--- src/rtl/driver_rx.sv ---
// Deserializer for the LED-board chain protocol: oversamples sclk/sdi/lat on i_clk,
// rebuilds each channel word MSB first and writes it back to its original buffer address.
module driver_rx #(
    parameter int c_ledboards   = 30,
    parameter int c_bpc         = 12,
    parameter int c_channels    = c_ledboards * 32,
    parameter int c_addr_w      = $clog2(c_channels),
    parameter int c_idle_cycles = 64
) (
    input  logic                i_clk,
    input  logic                i_rst_n,
    input  logic                i_sclk,
    input  logic                i_sdi,
    input  logic                i_lat,
    output logic                o_wr_en,
    output logic [c_addr_w-1:0] o_wr_addr,
    output logic [c_bpc-1:0]    o_wr_data,
    output logic                o_frame_done,
    output logic                o_frame_err,
    output logic                o_busy
);

    localparam int c_bc_w = $clog2(c_bpc + 1);
    localparam int c_wc_w = $clog2(c_channels + 1);
    localparam int c_id_w = $clog2(c_idle_cycles + 1);

    localparam logic [c_bc_w-1:0] c_bpc_v     = c_bc_w'(c_bpc);
    localparam logic [c_wc_w-1:0] c_chan_v    = c_wc_w'(c_channels);
    localparam logic [c_id_w-1:0] c_idle_v    = c_id_w'(c_idle_cycles);
    localparam logic [c_id_w-1:0] c_idle_last = c_id_w'(c_idle_cycles - 1);

    localparam logic [1:0] s_idle = 2'd0;
    localparam logic [1:0] s_recv = 2'd1;
    localparam logic [1:0] s_done = 2'd2;

    // Transmit reverses the index inside every group of 16; undo it here.
    function automatic logic [c_addr_w-1:0] map_addr(input logic [c_addr_w-1:0] k);
        map_addr = {k[c_addr_w-1:4], 4'd15 - k[3:0]};
    endfunction

    // Synchronizer bit order is {lat, sdi, sclk}; history only for the edge-detected lines.
    logic [2:0]          meta_q, meta_d, sync_q, sync_d;
    logic [1:0]          hist_q, hist_d;
    logic [1:0]          state_q, state_d;
    logic [c_bpc-2:0]    shreg_q, shreg_d;
    logic [c_bc_w-1:0]   bitcnt_q, bitcnt_d;
    logic [c_wc_w-1:0]   wordcnt_q, wordcnt_d;
    logic [c_id_w-1:0]   idle_q, idle_d;
    logic                ovf_q, ovf_d, abort_q, abort_d;
    logic                wr_en_q, wr_en_d, done_q, done_d, err_q, err_d, busy_q, busy_d;
    logic [c_addr_w-1:0] wr_addr_q, wr_addr_d;
    logic [c_bpc-1:0]    wr_data_q, wr_data_d;
    logic                sclk_rise, lat_rise;
    logic [c_bpc-1:0]    shifted;
    logic [c_bc_w-1:0]   bit_next;

    // Next-state logic: conditioning, bit assembly, write strobe, idle timeout and frame verdict.
    always_comb begin
        meta_d    = {i_lat, i_sdi, i_sclk};
        sync_d    = meta_q;
        hist_d    = {sync_q[2], sync_q[0]};
        sclk_rise = sync_q[0] & ~hist_q[0];
        lat_rise  = sync_q[2] & ~hist_q[1];
        shifted   = {shreg_q, sync_q[1]};
        bit_next  = bitcnt_q + c_bc_w'(1);

        state_d   = state_q;
        shreg_d   = shreg_q;
        bitcnt_d  = bitcnt_q;
        wordcnt_d = wordcnt_q;
        idle_d    = idle_q;
        ovf_d     = ovf_q;
        abort_d   = abort_q;
        wr_en_d   = 1'b0;
        wr_addr_d = wr_addr_q;
        wr_data_d = wr_data_q;
        done_d    = 1'b0;
        err_d     = 1'b0;

        case (state_q)
            s_idle, s_recv: begin
                if (sclk_rise) begin
                    shreg_d = shifted[c_bpc-2:0];
                    idle_d  = '0;
                    if (bit_next == c_bpc_v) begin
                        bitcnt_d = '0;
                        if (wordcnt_q < c_chan_v) begin
                            wr_en_d   = 1'b1;
                            wr_addr_d = map_addr(wordcnt_q[c_addr_w-1:0]);
                            wr_data_d = shifted;
                            wordcnt_d = wordcnt_q + c_wc_w'(1);
                        end else begin
                            ovf_d = 1'b1;
                        end
                    end else begin
                        bitcnt_d = bit_next;
                    end
                end else if (bitcnt_q != '0) begin
                    if (idle_q == c_idle_last) begin
                        idle_d   = c_idle_v;
                        bitcnt_d = '0;
                        abort_d  = 1'b1;
                    end else if (idle_q != c_idle_v) begin
                        idle_d = idle_q + c_id_w'(1);
                    end else begin
                        idle_d = idle_q;
                    end
                end else begin
                    idle_d = idle_q;
                end

                // A bit arriving with the latch is folded in before the verdict in s_done.
                if (lat_rise) begin
                    state_d = s_done;
                end else if (sclk_rise) begin
                    state_d = s_recv;
                end else begin
                    state_d = state_q;
                end
            end
            s_done: begin
                if ((wordcnt_q == c_chan_v) && (bitcnt_q == '0) && !ovf_q && !abort_q) begin
                    done_d = 1'b1;
                end else begin
                    err_d = 1'b1;
                end
                bitcnt_d  = '0;
                wordcnt_d = '0;
                idle_d    = '0;
                ovf_d     = 1'b0;
                abort_d   = 1'b0;
                state_d   = s_idle;
            end
            default: begin
                state_d = s_idle;
            end
        endcase

        busy_d = (state_d == s_recv);
    end

    // State and output registers.
    always_ff @(posedge i_clk or negedge i_rst_n) begin
        if (!i_rst_n) begin
            meta_q    <= '0;
            sync_q    <= '0;
            hist_q    <= '0;
            state_q   <= s_idle;
            shreg_q   <= '0;
            bitcnt_q  <= '0;
            wordcnt_q <= '0;
            idle_q    <= '0;
            ovf_q     <= 1'b0;
            abort_q   <= 1'b0;
            wr_en_q   <= 1'b0;
            wr_addr_q <= '0;
            wr_data_q <= '0;
            done_q    <= 1'b0;
            err_q     <= 1'b0;
            busy_q    <= 1'b0;
        end else begin
            meta_q    <= meta_d;
            sync_q    <= sync_d;
            hist_q    <= hist_d;
            state_q   <= state_d;
            shreg_q   <= shreg_d;
            bitcnt_q  <= bitcnt_d;
            wordcnt_q <= wordcnt_d;
            idle_q    <= idle_d;
            ovf_q     <= ovf_d;
            abort_q   <= abort_d;
            wr_en_q   <= wr_en_d;
            wr_addr_q <= wr_addr_d;
            wr_data_q <= wr_data_d;
            done_q    <= done_d;
            err_q     <= err_d;
            busy_q    <= busy_d;
        end
    end

    assign o_wr_en      = wr_en_q;
    assign o_wr_addr    = wr_addr_q;
    assign o_wr_data    = wr_data_q;
    assign o_frame_done = done_q;
    assign o_frame_err  = err_q;
    assign o_busy       = busy_q;

endmodule

--- config.mk ---
export PLATFORM = sky130hd
export DESIGN_NAME = driver_rx
export DESIGN_NICKNAME = d
export VERILOG_FILES = /design/src/rtl/driver_rx.sv
export SDC_FILE = /design/constraint.sdc
export NUM_CORES = 1
export LEC_CHECK = 0
export ABC_AREA = 0
export CAP_MARGIN = 40
export CORE_MARGIN = 2
export CORE_UTILIZATION = 56
export DETAILED_ROUTE_END_ITERATION = 16
export PLACE_DENSITY_LB_ADDON = 0.3
export SLEW_MARGIN = 10
export SYNTH_ARGS = -nofsm -noshare
export SYNTH_HDL_FRONTEND = slang
export SYNTH_SLANG_ARGS = --single-unit
--- constraint.sdc ---
create_clock -name i_clk -period 2.25 [get_ports i_clk]
set_input_delay 0.5625 -clock i_clk [delete_from_list [all_inputs] [get_ports i_clk]]
set_output_delay 0.5625 -clock i_clk [all_outputs]
set_load 0.02 [all_outputs]
Word level (Yosys, flattened, before mapping). Cells that the tools add are included.

Bits in registers: 70. Bits of input ports: 5. Output and inout port bits: 26. Word-level logic and storage cells: 92.

Add/sub/neg operators: 4. Order comparisons: 1. Equality and inequality tests: 17. Mux-type cells: 33. Bitwise gates (word level): 4. Reductions and logical operators: 17.

Operators by type and width (count): $mux W10 (3); $mux W7 (4); $pmux W10 S2 (1); $mux W4 (4); $reduce_and A4 Y1 (4); $mux W1 (14); $ne A2 B2 Y1 const B (7); $pmux W7 S2 (1); $add A10 B1 Y10 const B (1); $eq A10 B10 Y1 const B (1); $lt A10 B10 Y1 const B (1); $pmux W4 S2 (1); $add A7 B1 Y7 const B (1); $eq A7 B6 Y1 const B (1); $ne A7 B7 Y1 const B (1); $mux W2 (3); $ne A3 B3 Y1 const B (2); $reduce_and A3 Y1 (2); $add A4 B1 Y4 const B (1); $eq A2 B1 Y1 const B (2); $eq A4 B4 Y1 const B (1); $logic_not A4 Y1 (1); $ne A4 B4 Y1 const B (1); $pmux W1 S2 (2); 11 further kinds (16).

Logic depth before layout (Yosys ltp). Gate-level depths: netlist of the first run.

Depth in word-level cells: 6. Gate-level depth with buffers: 9. Depth with buffers taken out: 7.

Worst setup path after synthesis of the first run. No wires, ideal clock.

Path kind: flip-flop to flip-flop. From: register bitcnt_q[0]. To: register wr_data_q[4] (netlist: o_wr_data[4]). Library setup time: 0.125 ns. Arrival time: 1.853 ns. Required time: 2.125 ns. Path slack: 0.272 ns. Stages on the path, launching flop included: 8. Path buffers: 1. Path through: dfrtp_1 -> ha_1 -> nor2b_1 -> nand3_1 -> a211o_4 -> inv_6 -> buf_6 -> mux2_2.

Word-level cells in the longest chain between the ends: 3.

Ends and longest elaborated chain: start, declared (line 46) `logic [c_bc_w-1:0] bitcnt_q, bitcnt_d;`; start signal, assigned (line 167) `bitcnt_q <= bitcnt_d;`; $add A4 B1 Y4 (line 65) `bit_next = bitcnt_q + c_bc_w'(1);`; $eq A4 B4 Y1 (line 85) `if (bit_next == c_bpc_v) begin`; $reduce_and A4 Y1 (no line); end signal, assigned (line 174) `wr_data_q <= wr_data_d;`; end, declared (line 52) `logic [c_bpc-1:0] wr_data_q, wr_data_d;`.

No other way between the ends. A chain may end at the register's enable or synchronous reset.

Worst setup path in the final report of the first run.
From: register bitcnt_q[0]. To: register wordcnt_q[2].

Word-level cells in the longest chain between the ends: 4.

Ends and longest elaborated chain: $add A4 B1 Y4 (line 65); $eq A4 B4 Y1 (line 85); $ne A2 B2 Y1 (no line); $reduce_and A4 Y1 (no line); end signal, assigned (line 168) `wordcnt_q <= wordcnt_d;`; end, declared (line 47) `logic [c_wc_w-1:0] wordcnt_q, wordcnt_d;`.

No other way between the ends.

==> flow_metrics.py, run 1 <==
metrics = {
    "clock_tree": {
        "htree_levels": 3,
        "cts_buffers": 9,
        "clockBufferDepth": 2,
        "cts_setup_buffers": 0,
        "cts.sinks": 70,
        "clkSlewWorstSetupHoldPaths_ns": 0.08,
        "holdBufCountCts": 0,
        "cts_tree": "yes",
        "post_cts_resized": 0,
        "cts_root_buffer": "clkbuf_8",
        "clk-insertion-delay-late_ns": 0.35,
    },
    "timing": {
        "fin_crit_sh": 0.949,
        "worstMarginPinSlew_ns": 0.690,
        "rsz0062_at_grt": "false",
        "tns_ns": 0,
        "setup_viol": 0,
        "clock_skew_ns": 0.0122,
        "maxSlewHeadroom": 0.538,
        "drv_slew": 0,
        "fmax_mhz": 468,
        "holdWs_ns": 0.117,
        "final_hold_viol_count": 0,
        "finalCriticalPeriod_ns": 2.14,
    },
    "setup_path": {
        "rrSetupSlack_ns": 0.11,
        "critPathCapture": "wordcnt_q[2]",
        "startpoint": "bitcnt_q[0]",
        "critPathKind": "flop to flop",
        "r2r_start": "bitcnt_q[0]",
        "cp.arrival_ns": 2.41,
        "cp-end-kind": "flop",
        "r2r-end": "wordcnt_q[2]",
        "reg2reg_depth": 7,
        "cp-start-kind": "flop",
        "worstPathRequired_ns": 2.52,
        "crit_fanout": 21,
    },
    "global_route": {
        "grt_overflow": 0,
        "grt_usage": 0.205,
        "grt_pass1_vias": 1988,
        "grt_pass1_wl_mm": 9.54,
        "antenna_found_initial": 0,
        "grt_max_degree": 57,
    },
    "drt": {
        "vias_per_cell": 5.57,
        "wl_mm": 5.65,
        "wire_per_inst_um": 14.4,
        "drt_first_pass_iters": 4,
        "drtAntennaViolNets": 0,
        "route.detailed.drc": 0,
        "num_vias": 2178,
        "first_iter_violations": 196,
    },
    "synth": {
        "synthTopCellsByCount": "dfrtp_1 (70), nand2_1 (50), o21ai_0 (18), nand3_1 (15), inv_1 (13)",
        "synth.area.top_cells": "dfrtp_1 (57%), nand2_1 (6.1%), o21ai_0 (2.9%)",
        "post-synth-top-area-fraction": 0.570,
        "synth_edf_count": 0,
        "synth.avg_cell_area_um2": 11.0,
        "synth_ff_type": "dfrtp_1",
        "synth_nets": 291,
        "yosysWarnings": 0,
        "synth_cell_types": 45,
        "async_reset_ff_frac": 1.00,
        "yosysTopAreaCell": "dfrtp_1",
        "ys_seq_area_frac": 0.570,
        "synthesis.instances": 279,
        "synth_seq_cells": 70,
        "yosysMostFrequentCell": "dfrtp_1",
        "syn_area_um2": 3070,
    },
    "power": {
        "power_density_nw_per_um2": 761,
        "irDropWorstVdd_v": 0.000623,
        "power.leakage_nw": 1.71,
    },
    "layout": {
        "antenna-diode-count": 0,
        "regArea_um2": 1750,
        "fillers": 398,
        "multi_input_area_um2": 1200,
        "final_nets": 328,
        "syn_to_final_growth_pct": 19.4,
        "drive_gt1_frac": 0.134,
    },
    "die": {
        "rows": 26,
        "coreArea_um2": 5200,
        "die_width_um": 78.1,
        "die_h_um": 78.1,
        "initial_utilization": 0.590,
        "ios": 31,
        "die_area_um2": 6100,
    },
    "min_path": {
        "hp-class": "primary input to asynchronous set/reset pin",
    },
    "placement": {
        "io_buffer_count": 30,
        "gp_congestion": 0.848,
        "dp_hpwl_mm": 3.78,
    },
    "status": {
        "status": "finished, final reports clean",
    },
    "run": {
        "maxCapViolCount": 0,
    },
}
[layout make-up]
cell class,instances,share of cell area
repair buffers,35,0.0941
flip-flops and latches,70,0.478
inverters,14,0.0177
well taps,70,0.0239
multi-input cells,186,0.328
clock buffers,10,0.0348
clock inverters,6,0.0235
[worst max-delay path, stage by stage, from the launching register on]
cell and delay, ns:
dfrtp_2 0.44, ha_2 0.24, nor2b_2 0.18, nand3_1 0.15, a211o_4 0.39, buf_4 0.22, mux2_1 0.33, o21ai_1 0.12
[sequential cells by signal, summed over array words and instances (netlist names)]
name,count
o_wr_data,12
shreg_q,11
o_wr_addr,10
wordcnt_q,10
idle_q,7
bitcnt_q,4
meta_q,3
sync_q,3
hist_q,2
state_q,2
abort_q,1
o_busy,1
o_frame_done,1
o_frame_err,1
o_wr_en,1
ovf_q,1
[power breakdown]
group	total [mW]	switching [mW]	internal, mW
registers	1.44	0.0915	1.35
logic	0.260	0.153	0.108
clock network	1.09	0.468	0.622
[worst min-delay path by stage]
| stage | start | endpoint | slack [ns] | cells after the start |
|---|---|---|---|---|
| 2_1_floorplan | i_rst_n | abort_q | 0.27 | 0 |
| 3_3_place_gp | meta_q[1] | sync_q[1] | 0.33 | 0 |
| 3_5_place_dp | meta_q[0] | sync_q[0] | 0.34 | 0 |
| 4_1_cts | i_rst_n | idle_q[2] | 0.13 | 1 |
| 5_1_grt | i_rst_n | idle_q[6] | 0.14 | 1 |
| 6_report | i_rst_n | idle_q[5] | 0.12 | 1 |
[layer usage]
metal / global-route usage / up-vias / part of all wire
li1: - / 1037 / -
met1: 0.290 / 1061 / 0.46
met2: 0.309 / 70 / 0.48
met3: 0.0471 / 10 / 0.047
met4: 0.0895 / 0 / 0.014
met5: 0 / - / 0
[per-stage QoR]
| step | area (um2) | total power, mW | worst slack, ns | util | std cells |
|---|---|---|---|---|---|
| after global routing | 3670 | 2.93 | 0.0161 | 0.705 | 391 |
| after CTS | 3650 | 2.81 | 0.00845 | 0.701 | 391 |
| final | 3670 | 2.79 | 0.114 | 0.705 | 391 |
| after floorplan | 3070 | 1.61 | 0.272 | - | 279 |
| after detailed placement | 3430 | 1.73 | 0.0304 | 0.660 | 375 |
| after global placement | 3430 | 1.71 | 0.167 | 0.660 | 375 |
[logic make-up (layout without fill, tap and decap cells)]
group | after synthesis | in the layout | share of synthesized area
AOI/OAI and AO/OA | 44 | 44 | 0.0936
xor gates and xnor gates | 2 | 2 | 0.00570
adders and majority gates | 7 | 7 | 0.0285
buffers and inverters | 23 | 65 | 0.0419
DFF | 70 | 70 | 0.570
muxes | 23 | 23 | 0.0875
and+or+nand+nor | 110 | 110 | 0.173
[layout by cell type (no fill, tap or decap), types with 2 or more instances in the layout]
cell type / count
dfrtp_2: 2
mux2_2: 7
a31oi_1: 4
o21ai_1: 2
nand2b_1: 5
buf_4: 4
o31ai_1: 5
o21bai_1: 2
clkdlybuf4s50_1: 29
clkinv_2: 2
ha_1: 6
a22o_1: 2
dfrtp_1: 68
bufinv_16: 2
nand3_1: 15
o21ai_0: 18
nand2_1: 50
nor2b_1: 4
inv_1: 13
clkbuf_8: 9
and3_1: 3
a21oi_1: 5
mux2_1: 8
mux2_4: 4
nor2_1: 11
and4_1: 3
nand4_1: 3
or4_1: 2
mux2i_1: 4
nor3_1: 6
Power figures use the tool's default switching activity.
==> run 2: changes to the inputs <==
--- a/config.mk
+++ b/config.mk
@@ -8,7 +8,8 @@
 export ABC_AREA = 0
 export CAP_MARGIN = 40
 export CORE_MARGIN = 2
-export CORE_UTILIZATION = 56
+export CORE_UTILIZATION = 59
+export CTS_BUF_LIST = sky130_fd_sc_hd__clkbuf_4
 export DETAILED_ROUTE_END_ITERATION = 16
 export PLACE_DENSITY_LB_ADDON = 0.3
 export SLEW_MARGIN = 10
==> run 2 against run 1 <==
Clock skew is 0.0057 ns higher. Global-route usage is 0.33 points higher. Combinational power hardly changed. Non-clock buffer count is 1 higher. Clock power is 29% lower. Sequential power hardly changed. Register-to-register slack worse by 0.02 ns. Hold slack worse by 0.026 ns. Sequential share of layout area is 1.0 points higher. First-iteration DRC count is 28% lower. Highest routed layer unchanged.
==> flow_metrics.py, run 2 (synthesis results as in run 1) <==
metrics = {
    "drt": {
        "drtAntennaViolNets": 0,
        "num_vias": 2189,
        "wire_per_inst_um": 14.1,
        "first_iter_violations": 141,
        "route.detailed.drc": 0,
        "vias_per_cell": 5.58,
        "drt_first_pass_iters": 4,
        "wl_mm": 5.54,
    },
    "setup_path": {
        "crit_slowest_cell": "dfrtp_2",
        "max_stage_delay_ns": 0.43,
        "critPathKind": "flop to flop",
        "reg2reg_depth": 7,
        "crit_fanout": 21,
        "startpoint": "bitcnt_q[0]",
        "cp-start-kind": "flop",
        "worstPathRequired_ns": 2.59,
        "cp.arrival_ns": 2.50,
        "cp-end-kind": "flop",
        "r2r-end": "wordcnt_q[2]",
        "path_delay_family": "compound AO/OA/AOI/OAI gates",
        "r2r_start": "bitcnt_q[0]",
        "path_cells": "ha_1 > nor2b_1 > nand3_1 > a211o_4 > buf_4 > mux2_1 > o21ai_1",
        "rrSetupSlack_ns": 0.1,
        "crit_buf_inv": 1,
    },
    "layout": {
        "syn_to_final_growth_pct": 16.9,
        "drive_gt1_frac": 0.124,
        "layout_commonest_cell": "dfrtp_1",
        "antenna-diode-count": 0,
        "final_util": 0.708,
        "final_nets": 329,
        "mostFrequentLayoutCells": "dfrtp_1 (68), nand2_1 (50), clkdlybuf4s50_1 (29)",
        "largest_reg_flops": 12,
    },
    "clock_tree": {
        "cts_tree": "yes",
        "clkSlewWorstSetupHoldPaths_ns": 0.12,
        "clockBufferDepth": 2,
        "post_cts_resized": 0,
        "htree_levels": 3,
        "clk-insertion-delay-late_ns": 0.42,
        "cts_setup_buffers": 0,
        "cts.sinks": 70,
        "cts_buffers": 9,
        "cts_root_buffer": "clkbuf_4",
        "holdBufCountCts": 0,
    },
    "timing": {
        "rsz0062_at_grt": "true",
        "finalCriticalPeriod_ns": 2.15,
        "setup_viol": 0,
        "worstMarginPinSlew_ns": 0.722,
        "tns_ns": 0,
        "worst_slack_ns": 0.0956,
        "fmax_mhz": 464,
        "drv_slew": 0,
        "clock_skew_ns": 0.0178,
        "final_hold_viol_count": 0,
        "holdWs_ns": 0.0915,
        "maxSlewHeadroom": 0.517,
        "fin_crit_sh": 0.958,
    },
    "die": {
        "die_width_um": 76.2,
        "die_h_um": 76.2,
        "coreArea_um2": 5070,
        "initial_utilization": 0.606,
        "rows": 26,
        "die_area_um2": 5800,
        "ios": 31,
    },
    "placement": {
        "dp_hpwl_mm": 3.99,
        "pre_cts_ws_ns": 0.0475,
        "io_buffer_count": 30,
        "gp_congestion": 0.916,
    },
    "min_path": {
        "hp-class": "primary input to asynchronous set/reset pin",
    },
    "global_route": {
        "grt_pass1_wl_mm": 9.47,
        "grt_overflow": 0,
        "antenna_found_initial": 0,
        "grt_max_degree": 27,
        "grt_usage": 0.209,
        "grt_pass1_vias": 2095,
    },
    "run": {
        "maxCapViolCount": 0,
    },
    "status": {
        "status": "finished, final reports clean",
    },
    "power": {
        "power_density_nw_per_um2": 689,
        "power.leakage_nw": 1.69,
        "irDropWorstVdd_v": 0.000496,
    },
}
run 2: through the flow:
step | instances | power, mW | cell area (um2)
4_1_cts | 392 | 2.49 | 3590
2_1_floorplan | 279 | 1.61 | 3070
3_5_place_dp | 376 | 1.73 | 3450
3_3_place_gp | 376 | 1.71 | 3450
6_report | 392 | 2.47 | 3590
5_1_grt | 392 | 2.59 | 3590
run 2: final cells by class:
type | instances | area (um2)
clock inverter | 7 | 63.8
clock buffer | 9 | 67.6
timing repair buffer | 36 | 365
tap | 70 | 87.6
sequential | 70 | 1750
fill | 386 | 1480
multi-input combinational | 186 | 1190
inverter | 14 | 60.1
run 2: worst max-delay path by stage:
stage                   endpoint  slack, ns  depth (start not counted)
detailed placement  wordcnt_q[5]       0.05                          7
CTS                 wordcnt_q[5]      0.006                          7
global placement    wordcnt_q[7]       0.16                          7
floorplan           o_wr_data[4]       0.27                          7
finish              wordcnt_q[2]        0.1                          7
global route        wordcnt_q[2]      -0.03                          7
run 2: worst register-to-register path, stage by stage, from the launching register on:
cell     delay, ns
dfrtp_2       0.43
ha_1          0.25
nor2b_1       0.19
nand3_1       0.16
a211o_4       0.39
buf_4         0.22
mux2_1        0.33
o21ai_1       0.12
run 2: metal layers:
layer,vias up,GRT usage,part of all wire,wire length (um)
li1,1052,-,-,-
met1,1068,0.268,0.44,2450
met2,57,0.337,0.49,2710
met3,12,0.0391,0.043,236
met4,0,0.118,0.024,134
met5,-,0,0,0
run 2: power breakdown:
part	leakage, nW	switching (mW)	total (mW)	internal (mW)
Sequential	0.941	0.0900	1.44	1.35
Combinational	0.674	0.153	0.262	0.108
Clock	0.0712	0.442	0.773	0.331
Total	1.69	0.685	2.47	1.79
